[src/rtl/mux_display_defs.vh]
// Shared constants for the multiplexed 7-segment display: segment-off codes for
// both polarities, the default "0" code, anode-off pattern and digit-index width.
`ifndef MUX_DISPLAY_DEFS_VH
`define MUX_DISPLAY_DEFS_VH
`define MD_SEG_OFF_AL 7'h7F
`define MD_SEG_OFF_AH 7'h00
`define MD_SEG_ZERO   7'h3F
`define MD_AN_OFF     3'b111
`define MD_IDX_W      2
`endif

[src/rtl/mux_display_pkg.sv]
// Types, constants and helpers shared by the display multiplexer files.
package mux_display_pkg;
  `include "mux_display_defs.vh"

  localparam int            NUM_DIG      = 3;
  localparam int            IDX_W        = `MD_IDX_W;
  localparam logic [2:0]    AN_OFF       = `MD_AN_OFF;
  localparam logic [6:0]    SEG_OFF_AL   = `MD_SEG_OFF_AL;
  localparam logic [6:0]    SEG_OFF_AH   = `MD_SEG_OFF_AH;
  localparam logic [6:0]    SEG_ZERO_DEF = `MD_SEG_ZERO;

  typedef enum logic {ST_BLANK, ST_ON} slot_st_t;

  function automatic logic [6:0] seg_off(input logic act_low);
    return act_low ? SEG_OFF_AL : SEG_OFF_AH;
  endfunction

  // Active-low anode pattern selecting a single digit; anything else is all-off.
  function automatic logic [2:0] an_sel(input logic [IDX_W-1:0] idx);
    case (idx)
      2'd0:    return 3'b110;
      2'd1:    return 3'b101;
      2'd2:    return 3'b011;
      default: return AN_OFF;
    endcase
  endfunction
endpackage

[src/rtl/mux_display_7seg_divisor_tick.sv]
// Modulo-DIV free-running counter with a slot_end flag held while count == DIV-1.
module divisor_tick #(
  parameter  int DIV = 1000,
  localparam int CW  = (DIV > 1) ? $clog2(DIV) : 1
)(
  input  logic          ck,
  input  logic          rst_n,
  output logic [CW-1:0] count,
  output logic          slot_end
);
  localparam logic [CW-1:0] LAST = CW'(DIV - 1);

  assign slot_end = (count == LAST);

  always_ff @(posedge ck or negedge rst_n) begin
    if (!rst_n)        count <= '0;
    else if (slot_end) count <= '0;
    else               count <= count + 1'b1;
  end
endmodule

[src/rtl/mux_display_7seg.sv]
// Three-digit 7-segment scanner with per-frame shadow capture and a blanking gap
// per slot. Define MUX_DISPLAY_LZB_EN to blank leading zeros on digits 2 and 1.
module mux_display_7seg
  import mux_display_pkg::*;
#(
  parameter int         DIV         = 1000,
  parameter int         BLANK_CYC   = 50,
  parameter bit         SEG_ACT_LOW = 1'b1,
  parameter logic [6:0] SEG_ZERO    = SEG_ZERO_DEF
)(
  input  logic       ck,
  input  logic       rst_n,
  input  logic [6:0] sgm0,
  input  logic [6:0] sgm1,
  input  logic [6:0] sgm2,
  output logic [2:0] an,
  output logic [6:0] seg,
  output logic       frame_start
);
  localparam int            CW      = (DIV > 1) ? $clog2(DIV) : 1;
  localparam logic [CW-1:0] BLANK_C = CW'(BLANK_CYC);
  localparam logic [6:0]    SEG_OFF = seg_off(SEG_ACT_LOW);

  logic [CW-1:0]                cnt;
  logic                         slot_end;
  logic [IDX_W-1:0]             idx_q, idx_d;
  logic                         latch;
  logic [NUM_DIG-1:0][6:0]      sgm_v, sh_q;
  logic [NUM_DIG-1:0]           show;
  logic [6:0]                   sh_sel;
  logic                         show_sel;
  slot_st_t                     st_q, st_d;
  logic [2:0]                   an_q, an_d;
  logic [6:0]                   seg_q, seg_d;
  logic                         fs_q;

  divisor_tick #(.DIV(DIV)) u_tick (
    .ck       (ck),
    .rst_n    (rst_n),
    .count    (cnt),
    .slot_end (slot_end)
  );

  // Index 3 is illegal; recover to digit 0 rather than stalling there.
  always_comb begin
    idx_d = idx_q;
    if (idx_q > 2'd2)  idx_d = '0;
    else if (slot_end) idx_d = (idx_q == 2'd2) ? '0 : idx_q + 1'b1;
  end

  always_ff @(posedge ck or negedge rst_n) begin
    if (!rst_n) idx_q <= '0;
    else        idx_q <= idx_d;
  end

  assign latch = slot_end && (idx_q == 2'd2);
  assign sgm_v = {sgm2, sgm1, sgm0};

  for (genvar g = 0; g < NUM_DIG; g++) begin : g_sh
    always_ff @(posedge ck or negedge rst_n) begin
      if (!rst_n)     sh_q[g] <= '0;
      else if (latch) sh_q[g] <= sgm_v[g];
    end
  end

`ifdef MUX_DISPLAY_LZB_EN
  // Blanking decision comes from the shadows, so it holds for the whole frame.
  assign show[0] = 1'b1;
  assign show[1] = !((sh_q[2] == SEG_ZERO) && (sh_q[1] == SEG_ZERO));
  assign show[2] = !(sh_q[2] == SEG_ZERO);
`else
  assign show = '1;
`endif

  always_comb begin
    sh_sel   = '0;
    show_sel = 1'b0;
    case (idx_q)
      2'd0:    begin sh_sel = sh_q[0]; show_sel = show[0]; end
      2'd1:    begin sh_sel = sh_q[1]; show_sel = show[1]; end
      2'd2:    begin sh_sel = sh_q[2]; show_sel = show[2]; end
      default: ;
    endcase
  end

  always_comb begin
    st_d  = ST_BLANK;
    an_d  = AN_OFF;
    seg_d = SEG_OFF;
    case (st_q)
      ST_BLANK: if (cnt >= BLANK_C && show_sel) st_d = ST_ON;
      ST_ON:    st_d = (cnt >= BLANK_C && show_sel) ? ST_ON : ST_BLANK;
      default:  st_d = ST_BLANK;
    endcase
    if (st_d == ST_ON) begin
      an_d  = an_sel(idx_q);
      seg_d = SEG_ACT_LOW ? ~sh_sel : sh_sel;
    end
  end

  always_ff @(posedge ck or negedge rst_n) begin
    if (!rst_n) begin
      st_q  <= ST_BLANK;
      an_q  <= AN_OFF;
      seg_q <= SEG_OFF;
      fs_q  <= 1'b0;
    end else begin
      st_q  <= st_d;
      an_q  <= an_d;
      seg_q <= seg_d;
      fs_q  <= latch;
    end
  end

  assign an          = an_q;
  assign seg         = seg_q;
  assign frame_start = fs_q;
endmodule

[config.mk]
export PLATFORM = sky130hd
export DESIGN_NAME = mux_display_7seg
export DESIGN_NICKNAME = d
export VERILOG_FILES = /design/src/rtl/mux_display_pkg.sv /design/src/rtl/mux_display_7seg_divisor_tick.sv /design/src/rtl/mux_display_7seg.sv
export VERILOG_INCLUDE_DIRS = /design/src /design/src/rtl
export SDC_FILE = /design/constraint.sdc
export NUM_CORES = 1
export LEC_CHECK = 0
export ABC_AREA = 1
export CORE_UTILIZATION = 54
export CTS_BUF_LIST = sky130_fd_sc_hd__clkbuf_2 sky130_fd_sc_hd__clkbuf_4 sky130_fd_sc_hd__clkbuf_8
export CTS_CLUSTER_DIAMETER = 60
export DETAILED_ROUTE_END_ITERATION = 16
export PLACE_DENSITY = 0.88
export SKIP_CTS_REPAIR_TIMING = 1
export SKIP_LAST_GASP = 1
export SLEW_MARGIN = 20
export SYNTH_ARGS = -nofsm -noshare
export SYNTH_HDL_FRONTEND = slang
export SYNTH_HIERARCHICAL = 1
export SYNTH_SLANG_ARGS = --single-unit
[constraint.sdc]
create_clock -name ck -period 2.2 [get_ports ck]
set_clock_uncertainty 0.15 [all_clocks]
set_input_delay 0.22 -clock ck [delete_from_list [all_inputs] [get_ports ck]]
set_output_delay 0.22 -clock ck [all_outputs]
set_load 0.05 [all_outputs]
==> metrics, run 1 <==
cell area after synthesis=1970 um^2; Pwr Density=567 nW/um^2; drt first pass iters=4; WL/cell=11.1 um; min Tclk post-route=2070 ps; TNS Setup=0 ps; # DRC=0; Req. time, crit path=1830 ps; final wirelength=3560 um; Rel. slew slack=66.4%; max incr delay on CP=790 ps; initial drt markers=69; fmax=0.483 GHz; Pleak=0.00111 uW; reg2reg end=sh_q[17]$_DFFE_PN0P_; Max clock buf depth=2; slowest CP cell=clkdlybuf4s50_1; die area=3900 um^2; Root Buffer Master=clkbuf_4; H-tree depth=2; Netlist cell types=20; Buf/Inv on CP=1; Final #Nets=297; final worst path period share=94.0%; setup slack, reg-to-reg=310 ps; startpoint types=register; Synth Instances=235; storage element area=1110 um^2; share of layout cells above drive strength 1=15.3%; GR Layer Usage met3=7.85%; worst setup path class=reg -> out; clk_lat worst skew=370 ps; grt met1 use=30.9%; maxcap violations=0; Slew Viols, Final=0; vias in the first global route=1442; filler instances=253; synthesized area per cell=8.39 um^2; reg-to-reg startpoint=u_tick/count[0]$_DFF_PN0_; CP arrival=1700 ps; CTS tree=yes; HP Class=in -> async; Setup violations, final=0; fin area=2430 um^2; total CTS buffers=5; global-route wire length before repair=6560 um; top fanout value on the critical path=1; critical path cell sequence=clkdlybuf4s50_1; Synthesized Nets=259; final hold viol count=0; Starting Density=57.7%; die width=62.4 um; Via Count=1586; result of the run=completed; Worst-Margin Slew=504 ps; Max IR drop VDD=0.364 mV; Clock Sinks=44; n_diodes=0; vias per inst=4.96; global placer's final weighted congestion=0.831; std cell rows=21; Placed Area=2340 um^2; Core ar.=3420 um^2; met2 Resource Use GR=31.3%; initial antenna violation count=0; Final HPWL DP=2620 um; Total GRT Usage=22.3%; largest delay contributor family on the critical path=buffers and inverters; synthesis-to-finish area growth=23.2%; R2R cell count=9; synth warn=6; die height=62.4 um; Synth Register Bits=44; I/O Buffers=33; largest net degree at the start of global routing=23; RSZ-0062 raised after global routing=no; most used routing layer=met2; register area share after synthesis=56.5%; DRT antenna net count=0; multi-input logic area=741 um^2; gr ovfl total=0; Crit. End Element=output port; Ports=34; clk slew on worst S/H paths=140 ps
-- sequential cells by signal, indices dropped and copies added, names as in the netlist --
register      count
an                3
seg               7
u_tick/count     10
sh_q             21
frame_start       1
idx_q             2
-- Yosys cell counts --
cell type	number	area [um^2]
nand2_1	98	368
dfrtp_1	34	851
nand3_1	31	155
inv_1	15	56.3
nor2_1	13	48.8
dfstp_2	10	263
nor2_2	8	50.1
inv_2	4	15.0
a21oi_1	3	15.0
buf_2	3	15.0
nand2_2	3	18.8
buf_4	2	15.0
nand3_2	2	20.0
nor2_4	2	22.5
xor2_1	2	17.5
buf_6	1	11.3
clkinv_2	1	5.00
ha_1	1	12.5
o21ai_1	1	5.00
o21bai_1	1	7.51
-- logic make-up (layout without fill, tap and decap cells) --
family                     count (synthesis)  after routing  share of synthesized area [%]
DFF                                       44             44                           56.5
AOI/OAI and AO/OA                          5              5                           1.40
buffers and inverters                     26             65                           5.96
adders and majority gates                  1              1                          0.634
and+or+nand+nor                          157            157                           34.6
xor gates and xnor gates                   2              2                          0.888
-- final cells by class --
type,instances,share of cell area (%)
sequential,44,45.8
multi-input combinational,165,30.5
timing repair buffer,37,14.7
inverter,20,3.14
tap,46,2.37
clock inverter,3,1.91
clock buffer,5,1.54
-- how the worst max path moves through the flow --
stage | from | to | cells after the start
finish | seg[2]$_DFF_PN1_ | seg[2] | 1
global route | seg[2]$_DFF_PN1_ | seg[2] | 1
CTS | an[1]$_DFF_PN1_ | an[1] | 1
detailed placement | u_tick/count[0]$_DFF_PN0_ | sh_q[17]$_DFFE_PN0P_ | 9
global placement | u_tick/count[0]$_DFF_PN0_ | sh_q[17]$_DFFE_PN0P_ | 9
floorplan | u_tick/count[0]$_DFF_PN0_ | sh_q[0]$_DFFE_PN0P_ | 10
-- per-layer routing --
layer	share of wire, %	up-vias
met5	0	-
met4	2.4	0
met3	5.7	10
met2	46	52
met1	46	724
li1	-	800
-- cell usage in the layout (no fill, tap or decap), types with 2 or more instances in the layout --
cell type	count
a21oi_1	3
buf_4	3
clkbuf_4	5
clkdlybuf4s50_1	32
dfrtp_1	34
dfstp_2	10
inv_1	15
inv_2	4
nand2_1	98
nand2_2	3
nand3_1	31
nand3_2	2
nor2_1	13
nor2_2	8
nor2_4	2
xor2_1	2
-- power breakdown --
group	total, uW	switching [uW]	internal [uW]
logic	56.2	20.0	36.3
registers	810	0	810
clock network	512	270	243
total	1380	289	1090
-- metrics by stage --
| stage | hold slack [ps] | utilization [%] | power [uW] | std cells | setup WS [ps] |
|---|---|---|---|---|---|
| after floorplan | -226 | - | 824 | 235 | 561 |
| after global placement | -74.9 | 68.4 | 880 | 311 | 417 |
| after detailed placement | -68.5 | 68.4 | 881 | 311 | 333 |
| after CTS | -485 | 70.8 | 1390 | 319 | 115 |
| after global routing | 80.6 | 71.1 | 1440 | 320 | 74.4 |
| final | 56.8 | 71.1 | 1380 | 320 | 131 |
(Power assumes the default switching activity.)
==> inputs of run 2 (changes only) <==
Settings changed: CORE_UTILIZATION 54 to 55, PLACE_DENSITY 0.88 to 0.9.
Clock period 2.2 ns to 2.5 ns, I/O delays scaled along.
==> run 2 against run 1 <==
  * Largest power group unchanged
  * Critical path depth stayed put
  * First-iteration DRC count is 14% higher
  * Die area is 1.8% lower
  * Worst setup slack improved by 270 ps
  * Critical path type unchanged
  * Clock power fell by 27%
  * Wire length is 3.5% higher
  * Flip-flop and latch count unchanged
==> metrics, run 2 (same netlist as run 1, synthesis figures left out) <==
Max IR drop VDD=0.267 mV (-27%); Max clock buf depth=2 (unchanged); synthesis-to-finish area growth=21.6%; Buf/Inv on CP=1 (unchanged); Setup violations, final=0 (unchanged); H-tree depth=2 (unchanged); TNS Setup=0 ps (unchanged); filler instances=259 (+2.4%); I/O Buffers=33 (unchanged); max FFs per register=21 (unchanged); result of the run=completed; # DRC=0 (unchanged); slowest CP cell=clkdlybuf4s50_1; commonest non-fill, non-tap cell in the layout=nand2_1; Biggest register=sh_q; Crit. End Element=output port; Placed Area=2320 um^2 (-0.64%); maxcap violations=0 (unchanged); largest net degree at the start of global routing=45 (+96%); Starting Density=58.2% (+0.45 points); die width=61.9 um (-0.89%); final wirelength=3680 um (+3.5%); final hold viol count=0 (unchanged); Req. time, crit path=2100 ps (+270 ps); initial antenna violation count=0 (unchanged); Worst-Margin Slew=912 ps (+409 ps); fmax=0.477 GHz; fin area=2400 um^2 (-1.3%); Total GRT Usage=23.7% (+1.4 points); Clock Sinks=44 (unchanged); global placer's final weighted congestion=0.825 (-0.64%); switching pwr=253 uW (-13%); startpoint types=register; share of layout cells above drive strength 1=14.7% (-0.62 points); clk slew on worst S/H paths=140 ps (about the same); Pwr Density=472 nW/um^2 (-17%); final worst path period share=83.9%; std cell rows=21 (unchanged); Via Count=1579 (-0.44%); Rel. slew slack=39.2% (-27 points); Core ar.=3390 um^2 (-0.77%); Final HPWL DP=2650 um (+1.1%); Comb pwr share=4.1% (about the same); Slew Viols, Final=0 (unchanged); total CTS buffers=5 (unchanged); top fanout value on the critical path=1 (unchanged); Final #Nets=295 (-0.67%); largest delay contributor family on the critical path=buffers and inverters; global-route wire length before repair=6440 um (-1.8%); WL/cell=11.6 um (+4.2%); Clock power frac=32.9% (-4.3 points); vias per inst=4.97 (+0.18%); CP arrival=1700 ps (about the same); Reg power frac=62.9% (+4.1 points); max incr delay on CP=790 ps (about the same); Ports=34 (unchanged); most frequent cells in the layout=nand2_1 (98), dfrtp_1 (34), clkdlybuf4s50_1 (32); HP Class=in -> reg; die area=3830 um^2 (-1.8%); RSZ-0062 raised after global routing=no; Pleak=0.00108 uW (-1.9%); DRT antenna net count=0 (unchanged); die height=61.9 um (-0.89%); Cell Int Power=879 uW (-19%); vias in the first global route=1423 (-1.3%); min Tclk post-route=2100 ps; n_diodes=0 (unchanged); Root Buffer Master=clkbuf_4; initial drt markers=79 (+14%); clk_lat worst skew=370 ps (about the same); critical path cell sequence=clkdlybuf4s50_1; CTS tree=yes; worst setup path class=reg -> out; sw frac=22.4% (+1.4 points); gr ovfl total=0 (unchanged); drt first pass iters=4 (unchanged)
[run 2: changes by cell type in the layout (fill, tap and decap cells not counted)]
cell and change:
buf_4 -2, inv_6 -1, bufinv_16 -1, clkinvlp_4 +1, clkbuf_8 +1
[run 2: worst paths after layout]
path / from / to / slack (ps) / cells after the start
worst max register to register: u_tick/count[0]$_DFF_PN0_ / sh_q[10]$_DFFE_PN0P_ / 670 / 9
min in group asynchronous: rst_n / sh_q[16]$_DFFE_PN0P_ / 390 / 2
worst max-delay path: seg[2]$_DFF_PN1_ / seg[2] / 400 / 1
worst min register to register: sh_q[19]$_DFFE_PN0P_ / sh_q[19]$_DFFE_PN0P_ / 360 / 2
worst min-delay path: sgm1[0] / sh_q[7]$_DFFE_PN0P_ / 240 / 3
max in group asynchronous: rst_n / u_tick/count[2]$_DFF_PN0_ / 1240 / 2
[run 2: power groups by stage]
stage | registers [uW] | logic, uW | clock network (uW)
global route | 713 | 52.3 | 410
CTS | 713 | 47.0 | 376
detailed placement | 725 | 46.9 | 0
global placement | 725 | 46.5 | 0
floorplan | 726 | 0.000201 | 0
finish | 713 | 46.9 | 373
[run 2: layout make-up]
class / count / area, um^2 / share of cell area [%]
multi-input combinational: 165 / 741 / 30.9
sequential: 44 / 1110 / 46.5
clock buffer: 6 / 51.3 / 2.14
timing repair buffer: 35 / 343 / 14.3
inverter: 20 / 76.3 / 3.18
tap: 46 / 57.6 / 2.40
clock inverter: 2 / 15.0 / 0.626
[run 2: per-stage QoR]
step	cells	hold slack [ps]	setup WS [ps]	util, %	power, uW
detailed placement	309	284	678	68.5	772
global route	318	249	323	70.7	1180
finish	318	238	403	70.7	1130
global placement	309	279	767	68.5	772
floorplan	235	-196	861	-	726
CTS	317	-127	384	70.4	1140
[run 2: per-layer routing]
layer  GRT usage, %  vias to the layer above  part of all wire [%]
li1               -                      799                     -
met1           34.0                      726                    46
met2           34.4                       49                    46
met3           6.63                        5                   5.6
met4           9.21                        0                   1.8
met5              0                        -                     0
==> inputs of run 3 (changes only) <==
Settings changed: CORE_UTILIZATION 55 to 54, PLACE_DENSITY 0.9 to 0.88.
Clock period 2.5 ns to 2.2 ns, I/O delays scaled along.
==> results of run 3 <==
Same layout as run 1: the final DEF is identical, and so are final timing and power.
==> patch 1 (settings of run 3) <==
`DIV` is set to 1000 in 2 places; all go to 500.
--- a/src/rtl/mux_display_7seg_divisor_tick.sv
+++ b/src/rtl/mux_display_7seg_divisor_tick.sv
@@ -1,6 +1,6 @@
 // Modulo-DIV free-running counter with a slot_end flag held while count == DIV-1.
 module divisor_tick #(
-  parameter  int DIV = 1000,
+  parameter  int DIV = 500,
   localparam int CW  = (DIV > 1) ? $clog2(DIV) : 1
 )(
   input  logic          ck,
--- a/src/rtl/mux_display_7seg.sv
+++ b/src/rtl/mux_display_7seg.sv
@@ -3,7 +3,7 @@
 module mux_display_7seg
   import mux_display_pkg::*;
 #(
-  parameter int         DIV         = 1000,
+  parameter int         DIV         = 500,
   parameter int         BLANK_CYC   = 50,
   parameter bit         SEG_ACT_LOW = 1'b1,
   parameter logic [6:0] SEG_ZERO    = SEG_ZERO_DEF
Function: same outputs for any inputs over 10 cycles, from zero or initial values and one cycle with rst_n low; that may be too few to reach the edited logic, so the function may still have changed.
==> patch 1 against run 3 <==
Die area fell by 4.4%. Total power fell by 11%. Critical endpoint is now seg[0]. Routed wire length rose by 3.1%. Synthesized area fell by 4.5%. Critical path type unchanged. First-iteration DRC count fell by 12%. Synthesized cell count fell by 8.1%. Critical path depth did not move. Sequential cell count fell by 1. Design area fell by 4.9%. Maximum frequency rose by 0.59%. Worst setup slack improved by 0.012 ns. Sequential share of layout area rose by 1.3 points.
==> patch 1: results (changes against run 3) <==
peak supply drop=0.317 mV (-13%); met3 Usage GRT=5.46% (-2.4 points); most instantiated cells after synthesis=88 x nand2_1, 33 x dfrtp_1, 31 x nand3_1, 11 x nor2_1, 10 x dfstp_2; Netlist cell types=22 (+10%); Worst slew margin=66.5% (about the same); total CTS buffers=5 (unchanged); detailed placement HPWL=2730 um (+4.4%); Post-layout nets=277 (-6.7%); buffers added on ports=33 (unchanged); Synthesized Nets=240 (-7.3%); GPL Wtd Cong=0.862 (+3.7%); drt initial violations=61 (-12%); LEAKAGE=1.05 nW (-5.1%); total number of vias=1485 (-6.4%); sequential area share after synthesis=57.8% (+1.3 points); met2 usage=36.3% (+5.1 points); vias in the first global route=1354 (-6.1%); dominant cells by area after synthesis=dfrtp_1 44%, nand2_1 18%, dfstp_2 14%; gr usage total=22.5% (+0.15 points); DR pass1 iterations=5 (+1); share of layout cells above drive strength 1=14.6% (-0.76 points); CTS Buffer Depth=2 (unchanged); first-pass GRT wire length=5970 um (-9.0%); n_diodes=0 (unchanged); pin count of the biggest net entering global routing=24 (+4.3%); Skew-Pair Late Insertion Delay=0.34 ns (-0.03 ns); pre-CTS WS=0.385 ns (+0.0521 ns); routed wire length=3670 um (+3.1%); met1 usage=29.0% (-1.9 points); status=finished, final reports clean
patch 1: cell count changes after synthesis, moves of 2 or more:
| cell | delta |
|---|---|
| nand3_2 | -2 |
| nor2_1 | -2 |
| inv_1 | -6 |
| a21oi_1 | +2 |
| nand2_1 | -10 |
| nor2_4 | +2 |
| nor2_2 | -5 |
patch 1: kinds of logic after synthesis:
family / synth area share (%)
DFF: 57.8
xor gates and xnor gates: 0.930
adders and majority gates: 0.664
and+or+nand+nor: 33.6
AOI/OAI and AO/OA: 2.26
buffers and inverters: 4.78
patch 1: path summary, 6_finish.rpt:
path	startpoint	endpoint	slack, ns	cells past startpoint
max in group asynchronous	rst_n	an[1]	1.01	3
max	seg[0]	seg[0]	0.14	1
min reg2reg	u_tick/count[0]	u_tick/count[0]	0.32	1
min	rst_n	frame_start	0.18	2
min in group ck	sgm2[6]	sh_q[20]	0.24	3
max reg2reg	u_tick/count[1]	sh_q[0]	0.35	9
patch 1: area by class of cell:
type,instances,area (um^2)
tap,46,57.6
clock buffer,5,37.5
clock inverter,3,23.8
sequential,43,1090
multi-input combinational,154,704
timing repair buffer,36,350
fill,277,1030
inverter,13,48.8
patch 1: where the power goes:
part	leakage, nW	internal [mW]	switching, mW	total, mW
Clock	0.0278	0.128	0.257	0.385
Sequential	0.442	0.791	0	0.791
Combinational	0.580	0.0351	0.0200	0.0551
Total	1.05	0.954	0.277	1.23
patch 1: routing by layer:
metal / wire, um / part of all wire [%] / vias up
li1: - / - / 750
met1: 1610 / 44 / 669
met2: 1810 / 49 / 60
met3: 196 / 5.3 / 6
met4: 59 / 1.6 / 0
met5: 0 / 0 / -
patch 1: stage by stage:
step | instance area, um^2 | hold slack [ns] | util, % | std cells
after floorplan | 1880 | -0.226 | - | 216
after global routing | 2310 | 0.236 | 69.3 | 300
after global placement | 2240 | 0.0490 | 67.1 | 291
after CTS | 2300 | -0.342 | 69.0 | 299
final | 2310 | 0.184 | 69.3 | 300
after detailed placement | 2240 | 0.0491 | 67.1 | 291
patch 1: worst reg2reg max path: cells and delay by family (launching register included):
kind                       cells  cell delay (ns)
adders and majority gates      1             0.24
buffers and inverters          2             0.42
DFF                            1             0.41
and+or+nand+nor                6             0.58
==> patch 2 (flow settings as in run 3) <==
Without the edit above. Put one more register stage on the output `seg`, cleared by the reset. The value now appears one clock later. The other outputs are not delayed to match.
--- a/src/rtl/mux_display_7seg.sv
+++ b/src/rtl/mux_display_7seg.sv
@@ -113,7 +113,13 @@
   end
 
   assign an          = an_q;
-  assign seg         = seg_q;
+  always_ff @(posedge ck or negedge rst_n) begin
+    if (!rst_n) begin
+      seg <= '0;
+    end else begin
+      seg <= seg_q;
+    end
+  end
   assign frame_start = fs_q;
 endmodule
 
Check against the original RTL: not equivalent (a bounded check fails within 4 cycles, from zero or initial values and one cycle with rst_n low).
==> patch 2 against run 3 <==
Sequential cell count up 7. Synthesized area rose by 8.9%. Count of clock-buffer cells in the layout is 1 higher. Die area is 8.6% higher. Design area rose by 9.7%. Total power increased by 27%. Worst setup slack gained 0.069 ns. Routed wire length grew 8.4%. Highest routed layer unchanged.
==> patch 2: results (changes against run 3) <==
dominant cells by area after synthesis=dfrtp_1 48%, nand2_1 17%, dfstp_2 12%; Post-Synthesis Cells=242 (+3.0%); status=finished, final reports clean; vias in the first global route=1524 (+5.7%); Crit path max-delay family=simple AND/OR/NAND/NOR gates; minimum clock period=2.00 ns (-0.0691 ns); Post-layout nets=303 (+2.0%); total number of vias=1649 (+4.0%); LEAKAGE=1.19 nW (+8.0%); drt initial violations=145 (+110%); path type of the worst min-delay path=flop to flop; Synthesized Nets=266 (+2.7%); sequential area share after synthesis=60.0% (+3.6 points); CP max FO=22 (+21); GPL Wtd Cong=0.864 (+4.1%); # fillers=287 (+13%); detailed placement HPWL=2820 um (+7.5%); Worst-Margin Slew=0.537 ns (+0.0337 ns); first-pass GRT wire length=6580 um (+0.21%); Hold Slack=0.242 ns (+0.185 ns); Clk pin slew, worst setup/hold paths=0.08 ns (-0.06 ns); slowest CP cell=dfrtp_1; pre-CTS WS=0.229 ns (-0.103 ns); post-DR wirelength/cell=11.8 um (+5.7%); setup slack, reg-to-reg=0.20 ns (-0.11 ns); share of layout cells above drive strength 1=14.6% (-0.69 points); Root Buffer Master=clkbuf_8; CP peak stage delay=0.39 ns (-0.40 ns); Worst Path Arrival=2.08 ns (+0.38 ns); pin count of the biggest net entering global routing=29 (+26%); Skew-Pair Late Insertion Delay=0.30 ns (-0.07 ns)
## patch 2: changes by cell type after synthesis, sizes merged
cell and change:
dfrtp +7
## patch 2: per-layer routing
layer	share of wire [%]	wire, um	GRT usage, %	vias up
met3	5.8	223	4.40	5
met5	0	0	0	-
met4	1.2	45	7.34	0
met1	45	1730	27.7	765
li1	-	-	-	820
met2	48	1850	34.2	59
## patch 2: area by class of cell
class,count,area share [%]
Clock inverter,2,2.25
Sequential cell,51,48.4
Clock buffer,6,2.86
Multi-Input combinational cell,165,27.8
Inverter,20,2.86
Tap cell,48,2.25
Timing Repair Buffer,36,13.6
## patch 2: path summary, 6_finish.rpt
path	cells after the start	start	to
max reg2reg	9	u_tick/count[1]	sh_q[19]
min in group asynchronous	2	rst_n	sh_q[4]
max in group asynchronous	3	rst_n	an[1]
max	9	u_tick/count[1]	sh_q[19]
min reg2reg	0	seg_q[3]	seg[3]
min	0	seg_q[3]	seg[3]
## patch 2: report_power, final
part | leakage, nW | internal [mW] | switching, mW
registers | 0.517 | 0.937 | 0
logic | 0.608 | 0.0374 | 0.0224
clock network | 0.0688 | 0.466 | 0.281
total | 1.19 | 1.44 | 0.303
## patch 2: cell families after synthesis
| logic type | after synthesis | synth area share [%] |
|---|---|---|
| xor+xnor | 2 | 0.816 |
| buf+inv | 26 | 5.48 |
| flops | 51 | 60.0 |
| simple gates | 157 | 31.8 |
| compound gates | 5 | 1.28 |
| fa+ha+maj | 1 | 0.583 |
## patch 2: worst reg2reg max path: stages (launching register included)
cell and delay [ns]:
dfrtp_1 0.39, ha_1 0.20, nand2_2 0.10, nor2_2 0.10, nand3_2 0.15, clkinv_2 0.17
nand2_2 0.14, inv_2 0.30, nand2_1 0.15, nand2_1 0.09
